## src/rtl/rob_seq_ctrl.sv

```systemverilog
// Sequencing controller for the banked reorder buffer: allocates ROB IDs,
// steers entries round-robin into the bank FIFOs and retires in program order.
module rob_seq_ctrl #(
    parameter int NUM_ROB_ENTS = 32,
    parameter int NUM_BANKS    = 4,
    parameter int RETIRE_WIDTH = 2,
    parameter int IDW          = $clog2(NUM_ROB_ENTS)
) (
    input  logic                        clk,
    input  logic                        rst,
    input  logic [1:0]                  disp_valid,
    output logic [1:0]                  disp_ready,
    output logic [2*IDW-1:0]            disp_id,
    input  logic [1:0]                  cmpl_valid,
    input  logic [2*IDW-1:0]            cmpl_id,
    input  logic                        flush,
    output logic [NUM_BANKS-1:0]        bank_w_en,
    output logic [NUM_BANKS-1:0]        bank_r_en,
    output logic                        bank_clr,
    output logic [RETIRE_WIDTH-1:0]     ret_valid,
    output logic [RETIRE_WIDTH*IDW-1:0] ret_id,
    output logic [IDW:0]                rob_count
);

    localparam int BW = $clog2(NUM_BANKS);
    localparam logic [IDW:0] FULL_CNT = (IDW+1)'(NUM_ROB_ENTS);

    // One-hot bank select from the low ID bits.
    function automatic logic [NUM_BANKS-1:0] bank_sel(input logic [IDW-1:0] id);
        bank_sel = NUM_BANKS'(1) << id[BW-1:0];
    endfunction

    logic [IDW:0]              head_r;
    logic [IDW:0]              tail_r;
    logic [IDW:0]              rob_count_r;
    logic [NUM_ROB_ENTS-1:0]   done_r;
    logic                      bank_clr_r;

    logic [IDW:0]              count_s;
    logic [IDW:0]              count_next_s;
    logic [IDW:0]              num_acc_s;
    logic [IDW:0]              num_ret_s;
    logic [1:0]                disp_ready_s;
    logic [1:0]                acc_s;
    logic [IDW-1:0]            tail_id0_s;
    logic [IDW-1:0]            tail_id1_s;
    logic [NUM_BANKS-1:0]      bank_w_en_s;
    logic [NUM_BANKS-1:0]      bank_r_en_s;
    logic [RETIRE_WIDTH-1:0]   ret_valid_s;
    logic [RETIRE_WIDTH*IDW-1:0] ret_id_s;
    logic [NUM_ROB_ENTS-1:0]   done_next_s;

    // Dispatch acceptance, ID assignment and bank write steering.
    always_comb begin
        count_s         = tail_r - head_r;
        disp_ready_s[0] = !flush && (count_s <= FULL_CNT - (IDW+1)'(1));
        disp_ready_s[1] = !flush && (count_s <= FULL_CNT - (IDW+1)'(2));
        acc_s[0]        = disp_valid[0] & disp_ready_s[0];
        acc_s[1]        = acc_s[0] & disp_valid[1] & disp_ready_s[1];
        tail_id0_s      = tail_r[IDW-1:0];
        tail_id1_s      = tail_r[IDW-1:0] + IDW'(1);
        bank_w_en_s     = (acc_s[0] ? bank_sel(tail_id0_s) : {NUM_BANKS{1'b0}})
                        | (acc_s[1] ? bank_sel(tail_id1_s) : {NUM_BANKS{1'b0}});
        num_acc_s       = (IDW+1)'(acc_s[0]) + (IDW+1)'(acc_s[1]);
    end

    // In-order retirement: each lane needs all older lanes retiring too.
    always_comb begin
        logic           chain_v;
        logic [IDW-1:0] rid_v;
        chain_v     = !flush;
        ret_valid_s = {RETIRE_WIDTH{1'b0}};
        ret_id_s    = {(RETIRE_WIDTH*IDW){1'b0}};
        bank_r_en_s = {NUM_BANKS{1'b0}};
        num_ret_s   = {(IDW+1){1'b0}};
        for (int i = 0; i < RETIRE_WIDTH; i++) begin
            rid_v                  = head_r[IDW-1:0] + IDW'(i);
            ret_id_s[i*IDW +: IDW] = rid_v;
            chain_v                = chain_v && (count_s > (IDW+1)'(i)) && done_r[rid_v];
            ret_valid_s[i]         = chain_v;
            bank_r_en_s            = bank_r_en_s | (chain_v ? bank_sel(rid_v) : {NUM_BANKS{1'b0}});
            num_ret_s              = num_ret_s + (IDW+1)'(chain_v);
        end
        count_next_s = count_s + num_acc_s - num_ret_s;
    end

    // Done-bit update: completions only land on occupied IDs, allocation clears.
    always_comb begin
        logic [IDW-1:0] eid_v;
        logic [IDW-1:0] off_v;
        logic           set_v;
        logic           clr_v;
        done_next_s = {NUM_ROB_ENTS{1'b0}};
        for (int e = 0; e < NUM_ROB_ENTS; e++) begin
            eid_v = IDW'(e);
            off_v = eid_v - head_r[IDW-1:0];
            set_v = ({1'b0, off_v} < count_s) &&
                    ((cmpl_valid[0] && (cmpl_id[IDW-1:0] == eid_v)) ||
                     (cmpl_valid[1] && (cmpl_id[2*IDW-1:IDW] == eid_v)));
            clr_v = (acc_s[0] && (tail_id0_s == eid_v)) ||
                    (acc_s[1] && (tail_id1_s == eid_v));
            done_next_s[e] = !flush && (set_v || (done_r[e] && !clr_v));
        end
    end

    // Pointer, occupancy, done and bank-clear state.
    always_ff @(posedge clk) begin
        if (rst) begin
            head_r      <= {(IDW+1){1'b0}};
            tail_r      <= {(IDW+1){1'b0}};
            rob_count_r <= {(IDW+1){1'b0}};
            done_r      <= {NUM_ROB_ENTS{1'b0}};
            bank_clr_r  <= 1'b0;
        end else if (flush) begin
            head_r      <= {(IDW+1){1'b0}};
            tail_r      <= {(IDW+1){1'b0}};
            rob_count_r <= {(IDW+1){1'b0}};
            done_r      <= {NUM_ROB_ENTS{1'b0}};
            bank_clr_r  <= 1'b1;
        end else begin
            head_r      <= head_r + num_ret_s;
            tail_r      <= tail_r + num_acc_s;
            rob_count_r <= count_next_s;
            done_r      <= done_next_s;
            bank_clr_r  <= 1'b0;
        end
    end

    assign disp_ready = disp_ready_s;
    assign disp_id    = {tail_id1_s, tail_id0_s};
    assign bank_w_en  = bank_w_en_s;
    assign bank_r_en  = bank_r_en_s;
    assign ret_valid  = ret_valid_s;
    assign ret_id     = ret_id_s;
    assign bank_clr   = bank_clr_r;
    assign rob_count  = rob_count_r;

endmodule

```

## config.mk

```make
export PLATFORM = sky130hd
export DESIGN_NAME = rob_seq_ctrl
export DESIGN_NICKNAME = d
export VERILOG_FILES = /design/src/rtl/rob_seq_ctrl.sv
export SDC_FILE = /design/constraint.sdc
export NUM_CORES = 1
export LEC_CHECK = 0
export ABC_AREA = 1
export ABC_CLOCK_PERIOD_IN_PS = 8200
export CORE_MARGIN = 2
export CORE_UTILIZATION = 55
export DETAILED_ROUTE_END_ITERATION = 8
export PLACE_DENSITY_LB_ADDON = 0.12
export SETUP_SLACK_MARGIN = 0.02
export SLEW_MARGIN = 10
export SYNTH_ARGS = -nofsm -noshare
export SYNTH_HDL_FRONTEND = slang
export SYNTH_SLANG_ARGS = --single-unit
```

## constraint.sdc

```tcl
create_clock -name clk -period 8.2 [get_ports clk]
set_clock_uncertainty 0.1 [all_clocks]
set_input_delay 1.23 -clock clk [delete_from_list [all_inputs] [get_ports clk]]
set_output_delay 1.23 -clock clk [all_outputs]
set_load 0.03 [all_outputs]
```

==> impl_metrics.tcl <==
set metrics [dict create \
    worst_pin_slew_ns 1.267 \
    grt_max_degree 52 \
    antenna_cells 0 \
    insertion_delay_ns 0.30 \
    cts_buffer_depth 2 \
    critical_path_class "register to primary output" \
    wire_per_inst_um 16.57 \
    cp.buffers_inverters 4 \
    final.setup.tns_ns 0 \
    hp-start "head_r[5]" \
    core_area_um2 12110 \
    slowest_delay_ns 0.80 \
    grt_overflow 0 \
    slowest_stage "dfxtp_1" \
    antenna_left 0 \
    cts_buffers 5 \
    dp_cells 1307 \
    drc 0 \
    r2r-start "head_r[2]" \
    port-buffer-count 55 \
    worst-endpoint-arrival_ns 4.67 \
    std_cell_rows 40 \
    synth_cells 1136 \
    leakagePower_nw 3.532 \
    fmax_mhz 166.8 \
    fin_crit_sh_pct 73.13 \
    post_cts_buffers 0 \
    finalInstanceArea_um2 7542 \
    gp_congestion 0.9779 \
    tritoncts "yes" \
    slew_viol_final 0 \
    worst_slack_ns 2.203 \
    syn_to_final_growth_pct 9.820 \
    cp-startpoint "head_r[2]" \
    cp_max_fo 19 \
    postCtsHoldBufs 0 \
    via_count 7329 \
    clk_pin_slew_ns 0.08 \
    cpMostUsedCell "nand2_1" \
    wl_mm 21.79 \
    dp_hpwl_mm 16.40 \
    final-setup-viol-count 0 \
    layout.nets 1273 \
    dp_slack_ns 2.578 \
    root_buffer "clkbuf_16" \
    grt_pass1_vias 6490 \
    placement.cell_area_um2 7346 \
    cts.sinks 51 \
    dieArea_um2 13400 \
    htree_levels 2 \
    final_util_pct 62.27 \
    hold_path.class "register to register" \
    power.density_nw_per_um2 84.02 \
    yosysUniqueCellTypes 37 \
    synth_seq_area_share_pct 14.87 \
    layout_common_cells "342 x nand2_1, 158 x inv_1, 104 x ha_1, 97 x nor2_1, 75 x nand3_1" \
    critical_path_required_ns 6.87 \
    p_total_mw 0.6337 \
    ir_worst_vdd_mv 0.08772 \
    hold_viol_final 0 \
    firstDrtPassIters 6 \
    die_w_um 115.7 \
    ctsResizeCount 0 \
    pin_count 56 \
    status "finished, final reports clean" \
    ys_warn_count 0 \
    synth-seq-cells 51 \
    cp_cell_sequence "inv_1, ha_1, nand2_1, nand2_1, o21bai_1, xor2_1, inv_1, ha_1, inv_1, nor4_1, nor2_1, nand3_1, nor2_2, nand2_1, nand2_1, clkdlybuf4s50_1" \
    fin_cells 1315 \
    grt_pass1_wl_mm 34.12 \
    antenna_found_initial 0 \
    fin_crit_ns 5.997 \
    syn_area_um2 6868 \
    first_iter_violations 832 \
    slew-limit-headroom_pct 15.25 \
    final_common_cell "nand2_1" \
    cpLargestDelayFamily "buffers and inverters" \
    synthesis.nets 1263 \
    track_usage_pct 33.06 \
    critPathCaptureType "primary output" \
    start_util_pct 56.70 \
    fillers 1224 \
    die_h_um 115.7 \
    avgSynthCellArea_um2 6.046 \
    rsz0062_at_grt "no" \
    drive_gt1_share_pct 2.180 \
    avgViaCountPerCell 5.573 \
    cp-start-kind "register" \
    whs_ns 0.3918 \
    cap_violations 0 \
]
==> state kept, by name (all words and copies together), names as in the netlist <==
name	count
done_r	32
tail_r	6
head_r	6
rob_count	6
bank_clr	1
==> metal layers <==
layer  global-route usage (%)  vias to the layer above  routed length (um)
met5                        0                        -                   0
met4                    11.51                        0                 714
met3                    4.916                       56                2274
met2                    49.32                      355                9277
met1                    48.49                     3247                9524
li1                         -                     3671                   -
==> layout make-up <==
class / instances / area, um^2 / share of cell area [%]
Clock buffer: 5 / 125.1 / 1.659
Clock inverter: 3 / 71.32 / 0.9456
Inverter: 167 / 626.9 / 8.311
Multi-Input combinational cell: 859 / 4885 / 64.76
Sequential cell: 51 / 1021 / 13.54
Tap cell: 168 / 210.2 / 2.787
Timing Repair Buffer: 62 / 603.1 / 7.996
==> worst min-delay path, stage by stage (launching register included) <==
cell and delay [ns]:
dfxtp_1 0.31, inv_1 0.08, a21oi_1 0.06
==> synthesized netlist by cell type <==
library cell	number	area [um^2]
nand2_1	342	1284
inv_1	158	593.1
ha_1	104	1301
nor2_1	97	364.1
nand3_1	75	375.4
a21oi_1	72	360.4
dfxtp_1	51	1021
o22ai_1	35	219.0
nand4_1	33	206.5
o21ai_0	33	165.2
o21bai_1	19	142.6
clkbuf_1	18	67.56
buf_2	16	80.08
xor2_1	15	131.4
buf_4	11	82.58
buf_1	7	26.28
buf_6	7	78.83
fa_1	6	120.1
nor3_1	6	30.03
clkinv_1	5	18.77
o21a_1	5	37.54
inv_2	4	15.01
xnor2_1	3	26.28
a2111oi_0	1	8.760
a211oi_1	1	7.510
a31oi_1	1	6.260
and2_1	1	6.260
nand2_2	1	6.260
nand3_4	1	17.52
nand3b_1	1	7.510
nor2_2	1	6.260
nor2_8	1	20.02
nor3b_1	1	7.510
nor4_1	1	6.260
o21ai_2	1	8.760
or2_1	1	6.260
or2_2	1	6.260
==> cells by family (layout without fill, tap and decap cells) <==
| group | count (synthesis) | after routing | synth area share, % |
|---|---|---|---|
| buffers and inverters | 226 | 237 | 14.01 |
| AO/OA/AOI/OAI | 168 | 168 | 13.92 |
| AND/OR/NAND/NOR | 563 | 563 | 34.21 |
| adder cells (fa/ha/maj) | 110 | 110 | 20.70 |
| XOR/XNOR | 18 | 18 | 2.296 |
| flip-flops | 51 | 51 | 14.87 |
==> path summary, 6_finish.rpt <==
kind                        to  slack, ns  cells after the start
setup reg to reg  rob_count[5]       2.49                     24
hold reg to reg      head_r[5]       0.39                      2
setup / recovery  bank_r_en[1]       2.20                     16
hold / removal       head_r[5]       0.39                      2
==> where the power goes <==
part	internal (mW)	switching (mW)	total, mW	leakage, nW
registers	0.249	0.00179	0.251	0.411
clock network	0.177	0.110	0.287	0.0959
logic	0.0307	0.0646	0.0953	3.02
Note: power is estimated with default switching activity, not from simulation.
